### config.mk
export PLATFORM = sky130hd
export DESIGN_NAME = gcbp_motion_search
export DESIGN_NICKNAME = d
export VERILOG_FILES = /design/src/rtl/gcbp_motion_search_pkg.sv /design/src/rtl/gcbp_popcnt64.sv /design/src/rtl/gcbp_motion_search.sv
export SDC_FILE = /design/constraint.sdc
export NUM_CORES = 2
export LEC_CHECK = 0
export CELL_PAD_IN_SITES_DETAIL_PLACEMENT = 1
export CELL_PAD_IN_SITES_GLOBAL_PLACEMENT = 1
export CORE_MARGIN = 2
export CORE_UTILIZATION = 37
export DETAILED_ROUTE_END_ITERATION = 10
export PLACE_DENSITY_LB_ADDON = 0.1
export SLEW_MARGIN = 30
export SYNTH_ARGS = -nofsm -noshare
export SYNTH_HDL_FRONTEND = slang
export SYNTH_SLANG_ARGS = --single-unit
### constraint.sdc
create_clock -name i_clk -period 10.3 [get_ports i_clk]
set_clock_uncertainty 0.2 [all_clocks]
set_input_delay 2.06 -clock i_clk [delete_from_list [all_inputs] [get_ports i_clk]]
set_output_delay 2.06 -clock i_clk [all_outputs]
set_load 0.005 [all_outputs]
### src/rtl/gcbp_motion_search_pkg.sv
// Shared GCBP geometry, BRAM addressing and FSM encoding for the motion-search stage.
// Must stay consistent with the GCBP writer's view of the BRAM array.
package gcbp_motion_search_pkg;

   localparam int C_SUB_DIM      = 64;   // sub-image is 64x64 pixels
   localparam int C_GRID_DIM     = 4;    // 4x4 grid of sub-images
   localparam int C_NUM_SUB      = C_GRID_DIM * C_GRID_DIM;
   localparam int C_IDX_BITS     = 4;
   localparam int C_LOC_BITS     = 2;
   localparam int C_ROW_BITS     = 7;
   localparam int C_ROW_IDX_BITS = 6;
   localparam int C_ADDR_BITS    = C_LOC_BITS + C_ROW_BITS;
   localparam int C_DATA_BITS    = 128;
   localparam int C_WIN_LO       = 32;
   localparam int C_WIN_HI       = 95;
   localparam int C_WIN_BITS     = C_WIN_HI - C_WIN_LO + 1;
   localparam int C_PC_BITS      = 7;

   typedef enum logic [2:0] {
      S_IDLE,
      S_RD_CUR,
      S_RD_PRV,
      S_ACC,
      S_CMP,
      S_EMIT,
      S_DONE
   } state_t;

   // Row field is 7 bits wide but rows only span 0..63, so bit 6 is tied low.
   function automatic logic [C_ADDR_BITS-1:0] bram_addr(input logic [C_LOC_BITS-1:0]     loc,
                                                        input logic [C_ROW_IDX_BITS-1:0] row);
      return {loc, 1'b0, row};
   endfunction

endpackage

### src/rtl/gcbp_popcnt64.sv
// Combinational population count of one 64-bit XOR window.
module gcbp_popcnt64
   import gcbp_motion_search_pkg::*;
(
   input  logic [C_WIN_BITS-1:0] i_data,
   output logic [C_PC_BITS-1:0]  o_count
);

   always_comb begin
      o_count = '0;
      for (int i = 0; i < C_WIN_BITS; i++) begin
         o_count = o_count + C_PC_BITS'(i_data[i]);
      end
   end

endmodule

### src/rtl/gcbp_motion_search.sv
// Per-frame block-matching motion search over all 16 GCBP sub-images.
// XOR-popcount cost, all dx candidates of one dy pass accumulated in parallel.
module gcbp_motion_search
   import gcbp_motion_search_pkg::*;
#(
   parameter int C_SEARCH_RANGE = 4,
   parameter int C_OFS_BITS     = 4,
   parameter int C_COST_BITS    = 12
)(
   input  logic                    i_clk,
   input  logic                    i_reset,
   input  logic                    i_start,
   input  logic [C_LOC_BITS-1:0]   i_curr_frame_loc,
   input  logic [C_LOC_BITS-1:0]   i_prev_frame_loc,
   output logic [C_IDX_BITS-1:0]   o_bram_rd_sel,
   output logic [C_ADDR_BITS-1:0]  o_bram_rd_addr,
   input  logic [C_DATA_BITS-1:0]  i_bram_rd_data,
   output logic                    o_busy,
   output logic                    o_result_valid,
   output logic [C_IDX_BITS-1:0]   o_result_idx,
   output logic [C_OFS_BITS-1:0]   o_result_dx,
   output logic [C_OFS_BITS-1:0]   o_result_dy,
   output logic [C_COST_BITS-1:0]  o_result_cost,
   output logic                    o_done,
   output logic                    o_overrun
);

   localparam int S     = C_SEARCH_RANGE;
   localparam int NCAND = 2 * S + 1;
   localparam int KW    = $clog2(NCAND);

   localparam logic [C_ROW_IDX_BITS-1:0] ROW_FIRST = C_ROW_IDX_BITS'(S);
   localparam logic [C_ROW_IDX_BITS-1:0] ROW_LAST  = C_ROW_IDX_BITS'(C_SUB_DIM - 1 - S);
   localparam logic [KW-1:0]             K_LAST    = KW'(NCAND - 1);
   localparam logic [KW-1:0]             K_CENTER  = KW'(S);
   localparam logic [C_IDX_BITS-1:0]     IDX_LAST  = C_IDX_BITS'(C_NUM_SUB - 1);

   state_t                                state_q, state_d;
   logic [C_IDX_BITS-1:0]                 idx_q, idx_d;
   logic [KW-1:0]                         dyk_q, dyk_d;
   logic [KW-1:0]                         k_q, k_d;
   logic [C_ROW_IDX_BITS-1:0]             row_q, row_d;
   logic [C_LOC_BITS-1:0]                 curr_loc_q, curr_loc_d;
   logic [C_LOC_BITS-1:0]                 prev_loc_q, prev_loc_d;
   logic [C_WIN_BITS-1:0]                 cur_win_q, cur_win_d;
   logic [NCAND-1:0][C_COST_BITS-1:0]     acc_q, acc_d;
   logic [C_COST_BITS-1:0]                best_cost_q, best_cost_d;
   logic [C_OFS_BITS-1:0]                 best_dx_q, best_dx_d;
   logic [C_OFS_BITS-1:0]                 best_dy_q, best_dy_d;
   logic [C_IDX_BITS-1:0]                 rd_sel_q, rd_sel_d;
   logic [C_ADDR_BITS-1:0]                rd_addr_q, rd_addr_d;
   logic                                  busy_q, busy_d;
   logic                                  res_valid_q, res_valid_d;
   logic [C_IDX_BITS-1:0]                 res_idx_q, res_idx_d;
   logic [C_OFS_BITS-1:0]                 res_dx_q, res_dx_d;
   logic [C_OFS_BITS-1:0]                 res_dy_q, res_dy_d;
   logic [C_COST_BITS-1:0]                res_cost_q, res_cost_d;
   logic                                  done_q, done_d;
   logic                                  overrun_q, overrun_d;

   logic [NCAND-1:0][C_PC_BITS-1:0]       pc;
   logic [C_COST_BITS-1:0]                cand_cost;
   logic                                  cand_take;
   logic                                  unused_data;

   // Candidate k compares the current window against prev shifted by dx = k - S.
   for (genvar g = 0; g < NCAND; g++) begin : g_cand
      gcbp_popcnt64 u_popcnt (
         .i_data  (cur_win_q ^ i_bram_rd_data[C_WIN_LO + g - S +: C_WIN_BITS]),
         .o_count (pc[g])
      );
   end

   assign unused_data = ^i_bram_rd_data;

   assign cand_cost = acc_q[k_q];
   assign cand_take = (cand_cost < best_cost_q) ||
                      ((cand_cost == best_cost_q) && (k_q == K_CENTER) && (dyk_q == K_CENTER));

   always_comb begin
      state_d     = state_q;
      idx_d       = idx_q;
      dyk_d       = dyk_q;
      k_d         = k_q;
      row_d       = row_q;
      curr_loc_d  = curr_loc_q;
      prev_loc_d  = prev_loc_q;
      cur_win_d   = cur_win_q;
      acc_d       = acc_q;
      best_cost_d = best_cost_q;
      best_dx_d   = best_dx_q;
      best_dy_d   = best_dy_q;
      busy_d      = busy_q;
      res_valid_d = 1'b0;
      res_idx_d   = res_idx_q;
      res_dx_d    = res_dx_q;
      res_dy_d    = res_dy_q;
      res_cost_d  = res_cost_q;
      done_d      = 1'b0;
      overrun_d   = i_start && (state_q != S_IDLE);
      rd_sel_d    = '0;
      rd_addr_d   = '0;

      case (state_q)
         S_IDLE: begin
            if (i_start) begin
               state_d     = S_RD_CUR;
               curr_loc_d  = i_curr_frame_loc;
               prev_loc_d  = i_prev_frame_loc;
               idx_d       = '0;
               dyk_d       = '0;
               row_d       = ROW_FIRST;
               acc_d       = '0;
               best_cost_d = '1;
               best_dx_d   = '0;
               best_dy_d   = '0;
               busy_d      = 1'b1;
            end
         end
         S_RD_CUR: state_d = S_RD_PRV;
         S_RD_PRV: begin
            state_d   = S_ACC;
            cur_win_d = i_bram_rd_data[C_WIN_HI:C_WIN_LO];
         end
         S_ACC: begin
            for (int k = 0; k < NCAND; k++) begin
               acc_d[k] = acc_q[k] + C_COST_BITS'(pc[k]);
            end
            if (row_q == ROW_LAST) begin
               state_d = S_CMP;
               k_d     = '0;
            end else begin
               state_d = S_RD_CUR;
               row_d   = row_q + 1'b1;
            end
         end
         S_CMP: begin
            if (cand_take) begin
               best_cost_d = cand_cost;
               best_dx_d   = C_OFS_BITS'(int'(k_q) - S);
               best_dy_d   = C_OFS_BITS'(int'(dyk_q) - S);
            end
            if (k_q != K_LAST) begin
               k_d = k_q + 1'b1;
            end else if (dyk_q != K_LAST) begin
               state_d = S_RD_CUR;
               dyk_d   = dyk_q + 1'b1;
               row_d   = ROW_FIRST;
               acc_d   = '0;
            end else begin
               // Result takes the post-update best so the final candidate counts.
               state_d     = S_EMIT;
               res_valid_d = 1'b1;
               res_idx_d   = idx_q;
               res_dx_d    = best_dx_d;
               res_dy_d    = best_dy_d;
               res_cost_d  = best_cost_d;
            end
         end
         S_EMIT: begin
            if (idx_q == IDX_LAST) begin
               state_d = S_DONE;
               done_d  = 1'b1;
            end else begin
               state_d     = S_RD_CUR;
               idx_d       = idx_q + 1'b1;
               dyk_d       = '0;
               row_d       = ROW_FIRST;
               acc_d       = '0;
               best_cost_d = '1;
               best_dx_d   = '0;
               best_dy_d   = '0;
            end
         end
         S_DONE: begin
            state_d = S_IDLE;
            busy_d  = 1'b0;
         end
         default: state_d = S_IDLE;
      endcase

      // Read port is registered: the address is set up on entry to each read state.
      if (state_d == S_RD_CUR) begin
         rd_sel_d  = idx_d;
         rd_addr_d = bram_addr(curr_loc_d, row_d);
      end else if (state_d == S_RD_PRV) begin
         rd_sel_d  = idx_d;
         rd_addr_d = bram_addr(prev_loc_d, row_d + C_ROW_IDX_BITS'(dyk_d) - C_ROW_IDX_BITS'(S));
      end
   end

   always_ff @(posedge i_clk or posedge i_reset) begin
      if (i_reset) begin
         state_q     <= S_IDLE;
         idx_q       <= '0;
         dyk_q       <= '0;
         k_q         <= '0;
         row_q       <= '0;
         curr_loc_q  <= '0;
         prev_loc_q  <= '0;
         cur_win_q   <= '0;
         acc_q       <= '0;
         best_cost_q <= '0;
         best_dx_q   <= '0;
         best_dy_q   <= '0;
         rd_sel_q    <= '0;
         rd_addr_q   <= '0;
         busy_q      <= 1'b0;
         res_valid_q <= 1'b0;
         res_idx_q   <= '0;
         res_dx_q    <= '0;
         res_dy_q    <= '0;
         res_cost_q  <= '0;
         done_q      <= 1'b0;
         overrun_q   <= 1'b0;
      end else begin
         state_q     <= state_d;
         idx_q       <= idx_d;
         dyk_q       <= dyk_d;
         k_q         <= k_d;
         row_q       <= row_d;
         curr_loc_q  <= curr_loc_d;
         prev_loc_q  <= prev_loc_d;
         cur_win_q   <= cur_win_d;
         acc_q       <= acc_d;
         best_cost_q <= best_cost_d;
         best_dx_q   <= best_dx_d;
         best_dy_q   <= best_dy_d;
         rd_sel_q    <= rd_sel_d;
         rd_addr_q   <= rd_addr_d;
         busy_q      <= busy_d;
         res_valid_q <= res_valid_d;
         res_idx_q   <= res_idx_d;
         res_dx_q    <= res_dx_d;
         res_dy_q    <= res_dy_d;
         res_cost_q  <= res_cost_d;
         done_q      <= done_d;
         overrun_q   <= overrun_d;
      end
   end

   assign o_bram_rd_sel  = rd_sel_q;
   assign o_bram_rd_addr = rd_addr_q;
   assign o_busy         = busy_q;
   assign o_result_valid = res_valid_q;
   assign o_result_idx   = res_idx_q;
   assign o_result_dx    = res_dx_q;
   assign o_result_dy    = res_dy_q;
   assign o_result_cost  = res_cost_q;
   assign o_done         = done_q;
   assign o_overrun      = overrun_q;

endmodule

* Word level (Yosys, flattened, before mapping)
Index checks and enable logic that the tools add are counted.
** Cells by class
- Equality and inequality tests :: 21
- Order comparisons :: 2
- Add/subtract/negate cells :: 584
- Reduce and logical (&&, ||, !) cells :: 15
- Bitwise logic cells :: 11
- Multiplexer cells :: 55
** Operators with widths (count)
- $add A7 B1 Y7 :: 558
- $xor A64 B64 Y64 :: 9
- $mux W108 :: 4
- $pmux W108 S4 :: 1
- $add A12 B7 Y12 :: 9
- $mux W4 :: 14
- $bmux W12 S4 :: 1
- $mux W12 :: 4
- $pmux W12 S3 :: 1
- $pmux W4 S3 :: 3
- $mux W6 :: 5
- $pmux W6 S4 :: 1
- $add A1 B1 Y2 :: 9
- $mux W9 :: 2
- $pmux W3 S6 :: 1
- $pmux W4 S2 :: 2
- $mux W3 :: 5
- $add A4 B1 Y4 const B :: 3
- $eq A12 B12 Y1 :: 1
- $lt A12 B12 Y1 :: 1
- $ne A2 B2 Y1 const B :: 6
- $eq A3 B2 Y1 const B :: 3
- $eq A3 B3 Y1 const B :: 3
- $reduce_and A3 Y1 :: 3
- other kinds (22) :: 39
** Word-level totals
- Input port bits :: 135
- Word-level logic and storage cells :: 718
- Register bits after elaboration :: 258

* Depth between registers and ports, before layout
- Word-level depth :: 66
- Gate-level depth with buffers :: 30
- Depth with buffers taken out :: 29

* Cells and area by module
From an unflattened synthesis, not the netlist that was laid out.
** Second synthesis, totals
- Cells, all modules :: 3619
- Area, all modules :: 35361.4 sq um
** Modules (own cells, without submodules)
- gcbp_motion_search :: area each 19824.0 sq um, cells each 2071, times used 1
- gcbp_popcnt64 at g_cand[3].u_popcnt ... :: area each 1729.2 sq um, cells each 172, times used 5
- gcbp_popcnt64 at g_cand[0].u_popcnt ... :: area each 1722.9 sq um, cells each 172, times used 4

* Least setup slack after synthesis
No wires, ideal clock.
- Path kind :: input-to-reg
- Start :: input port i_bram_rd_data[82]
- End :: register acc_q[107] in the netlist's numbering
- Data required time :: 9979 ps
- Cell stages on the path :: 29
- Setup time :: 121 ps
- Buffers on the path :: 1
- Path slack :: 740 ps
- Arrival time :: 9239 ps
- Path through :: clkbuf_1 > xnor2_1 > fa_1 > inv_1 > fa_1 > inv_1 > fa_1 > fa_1 > inv_1 > fa_1 > fa_1 > inv_1 > fa_1 > inv_1 > fa_1 > inv_1 > fa_1 > fa_1 > inv_1 > a21o_1 > a21oi_1 > xnor2_1 > ha_1 > o21ai_0 > o21ai_0 > nand2_1 > nor4_4 > xnor2_1 > nor2_1
** On the way
- Word-level cells in the longest chain between the ends :: 21
** Ends and longest elaborated chain
- from (decl) :: line gcbp_motion_search.sv:17 : input logic [C_DATA_BITS-1:0] i_bram_rd_data,
- $xor A64 B64 Y64 :: line gcbp_motion_search.sv:69 : .i_data (cur_win_q ^ i_bram_rd_data[C_WIN_LO + g - S +: C_WIN_BITS]),
- $add A7 B1 Y7 (18 in a row) :: line gcbp_popcnt64.sv:12 : o_count = o_count + C_PC_BITS'(i_data[i]);
- $add A12 B7 Y12 :: line gcbp_motion_search.sv:127 : acc_d[k] = acc_q[k] + C_COST_BITS'(pc[k]);
- $pmux W108 S4 :: line gcbp_motion_search.sv:104 : case (state_q)
- to (signal assigned) :: line gcbp_motion_search.sv:202 : acc_q <= '0;
- to (signal assigned) :: line gcbp_motion_search.sv:225 : acc_q <= acc_d;
- to (decl) :: line gcbp_motion_search.sv:46 : logic [NCAND-1:0][C_COST_BITS-1:0] acc_q, acc_d;
Every way passes these cells.
A chain may end at the register's enable or synchronous reset.

* Worst setup path in the final report
- Start :: input port i_bram_rd_data[82]
- End :: register acc_q[106] in the netlist's numbering
The elaborated chain is that of the path after synthesis.

==> reports/results.txt <==
Most frequent CP cell -> fa_1
Slowest CP cell -> fa_2
Die width -> 306 um
Slew @ Worst Pin -> 927 ps
Nets -> 4,335
Synth-to-Final Area Change -> 16.1%
Worst Path Arrival -> 10,330 ps
Synth warn -> 0
Crit share post-route -> 97.6%
Setup slack after layout -> 249 ps
Die area -> 93,900 um^2
Mapped Area -> 33,800 um^2
First-pass GRT wire length -> 180 mm
HP Class -> register to register
Post-layout util -> 43.5%
CTS Buffer Depth -> 3
Root Driver -> clkbuf_16
Remaining DRCs -> 0
Vias in the first global route -> 27,200
Worst skew pair latency -> 600 ps
Avg WL per Cell -> 26.3 um
EDFF count, synth -> 0
Crit path kind -> input port to register
Period minus WS final -> 10,050 ps
Reg-to-reg slack, setup -> 1360 ps
Port Buf Inserts -> 118
Worst Path Buf+Inv -> 11
Ports -> 176
Ys flop type -> dfrtp_1
Max frequency -> 99.5 MHz
Max cap viols -> 0
Yosys cell types -> 68
Crit-path max cell delay -> 660 ps
GP Congestion -> 0.922
Filler Cell Count -> 9,881
First-pass DRT Iterations -> 5
#FFs+latches synth -> 257
Worst Path Max Fanout -> 4
Final slew viol count -> 0
Synthesized net count -> 4,122
Antenna fix cells -> 0
Run status -> finished, final reports clean
Sequential fraction of the synthesis area -> 19.0%
Post-DRT Antenna Nets -> 0
Avg Inst Size Synth -> 10.5 um^2
H-tree depth -> 2
Cell Rows -> 110
Floorplan core area -> 90,300 um^2
Total grt overflow -> 0
Final hold slack -> 277 ps
Vias -> 24,000
Initial antenna violation count -> 1
Pre-CTS WS -> -558 ps
Synth Instances -> 3,237
Number of hold buffers added after CTS -> 0
Multi-input gate area -> 25,000 um^2
Post-Route WL -> 122 mm
Placement Cell Area -> 37,800 um^2
CP Data Required Time -> 10,580 ps
Tot GR Track Use -> 26.5%
Die H -> 306 um
Hold Fails Final Rpt -> 0
Reg-to-Reg Start -> cur_win_q[46]$_DFFE_PP0P_
Setup Fix Bufs, Post-CTS -> 0
Crit path from -> i_bram_rd_data[82]
Drt via density -> 5.16
Top Family by Delay on Critical Path -> adder cells
Clock sinks -> 257
CTS buffer count -> 39
HPWL Detailed -> 101 mm
Share of cells above drive strength 1 -> 12.7%
Sequential cell area -> 6430 um^2
Clk pin slew, worst setup/hold paths -> 60 ps
Startpoint class of the critical path -> input port
Min-delay src -> o_result_idx[1]$_DFFE_PP0P_
Worst Setup End Kind -> register
Starting Density -> 37.5%
Async SR Flop Fraction -> 100%
Max transition margin -> 38.2%
Largest net degree at the start of global routing -> 143
Final Setup Violations -> 0
Initial DRC count -> 1,322
CTS tree -> built
Final instance area -> 39,300 um^2
-- worst register-to-register path, delay by kind of cell, from the launching register on --
kind / cells / cell delay [ps]
buffers and inverters: 10 / 970
flip-flops: 1 / 780
adder cells (fa/ha/maj): 11 / 5240
AO/OA/AOI/OAI: 5 / 590
AND/OR/NAND/NOR: 1 / 470
XOR/XNOR: 2 / 560
-- metrics by stage --
| step | std cells | setup TNS [ps] |
|---|---|---|
| after global routing | 4653 | -23.2 |
| after CTS | 4654 | 0 |
| after global placement | 4586 | -8510 |
| after floorplan | 3237 | 0 |
| after detailed placement | 4586 | -14880 |
| final | 4653 | 0 |
-- layout by cell type, fill, tap and decap left out, drive strengths merged, types with 23 or more instances in the layout --
cell,count
nor2,91
a21oi,92
clkbuf,53
a21o,46
nand2,151
ha,254
clkdlybuf4s50,115
nand3,25
inv,471
buf,238
o21ai,155
nand2b,25
mux2,85
dfrtp,257
fa,496
xor2,348
nor2b,23
xnor2,340
-- final timing paths --
| path | to | depth (start not counted) |
|---|---|---|
| setup / recovery | acc_q[106]$_DFFE_PP0P_ | 30 |
| setup reg to reg | acc_q[106]$_DFFE_PP0P_ | 29 |
| max in group asynchronous | k_q[0]$_DFFE_PP0P_ | 3 |
| min in group asynchronous | cur_win_q[29]$_DFFE_PP0P_ | 2 |
| hold reg to reg | o_result_idx[1]$_DFFE_PP0P_ | 2 |
| hold / removal | o_result_idx[1]$_DFFE_PP0P_ | 2 |
-- logic make-up after synthesis --
group	after synthesis	synth area share, %
flip-flops	257	19.0
multiplexers	115	4.34
buffers and inverters	654	7.61
XOR/XNOR	688	17.8
AO/OA/AOI/OAI	392	7.12
adder cells (fa/ha/maj)	750	38.7
AND/OR/NAND/NOR	380	5.38
other	1	0.0111
-- Yosys cell counts, types with 7 or more instances --
| cell | instances | share of area, % |
|---|---|---|
| mux4_2 | 17 | 1.1 |
| a21o_1 | 46 | 1.0 |
| and4_1 | 10 | 0.26 |
| buf_4 | 14 | 0.31 |
| inv_1 | 469 | 5.2 |
| xor2_1 | 348 | 9.0 |
| or3_1 | 8 | 0.15 |
| fa_1 | 496 | 29 |
| xnor2_1 | 340 | 8.8 |
| nand4_1 | 15 | 0.28 |
| clkbuf_1 | 142 | 1.6 |
| o22ai_1 | 14 | 0.26 |
| nand2_1 | 150 | 1.7 |
| mux2i_1 | 13 | 0.38 |
| a22o_1 | 22 | 0.57 |
| mux2_2 | 85 | 2.8 |
| nand3_1 | 25 | 0.37 |
| o221ai_1 | 7 | 0.18 |
| nand2b_1 | 24 | 0.44 |
| a21oi_1 | 90 | 1.3 |
| o21a_1 | 9 | 0.20 |
| o21ai_0 | 152 | 2.2 |
| buf_2 | 17 | 0.25 |
| dfrtp_1 | 257 | 19 |
| o21bai_1 | 10 | 0.22 |
| nor2b_1 | 23 | 0.43 |
| nor3_1 | 14 | 0.21 |
| ha_1 | 254 | 9.4 |
| nor2_1 | 89 | 0.99 |
-- per-layer routing --
metal | vias up | global-route usage, % | wire length [um] | part of all wire [%]
li1 | 10600 | - | - | -
met1 | 12800 | 36.3 | 53900 | 44
met2 | 563 | 42.9 | 57300 | 47
met3 | 119 | 5.85 | 8070 | 6.6
met4 | 4 | 5.84 | 2780 | 2.3
met5 | - | 0.982 | 151 | 0.12
-- cell type report --
class / count / area share [%]
flip-flops and latches: 257 / 16.4
multi-input cells: 2326 / 63.5
clock buffers: 53 / 2.85
clock inverters: 15 / 0.637
repair buffers: 356 / 8.41
inverters: 470 / 4.52
well taps: 1176 / 3.74
-- sequential cells by signal (all words and copies together) (netlist names), 6 cells and up --
| name | cells |
|---|---|
| row_q | 6 |
| o_bram_rd_addr | 8 |
| o_result_cost | 12 |
| cur_win_q | 64 |
| best_cost_q | 12 |
| acc_q | 108 |
-- what timing repair did --
action / in CTS / in global routing
setup endpoints to repair: 0 / 24
hold endpoints to repair: 0 / 0
resized for setup: 0 / 31
Power is not shown: default switching activity piles up to over one toggle a cycle in this logic, so the estimate is an artifact.
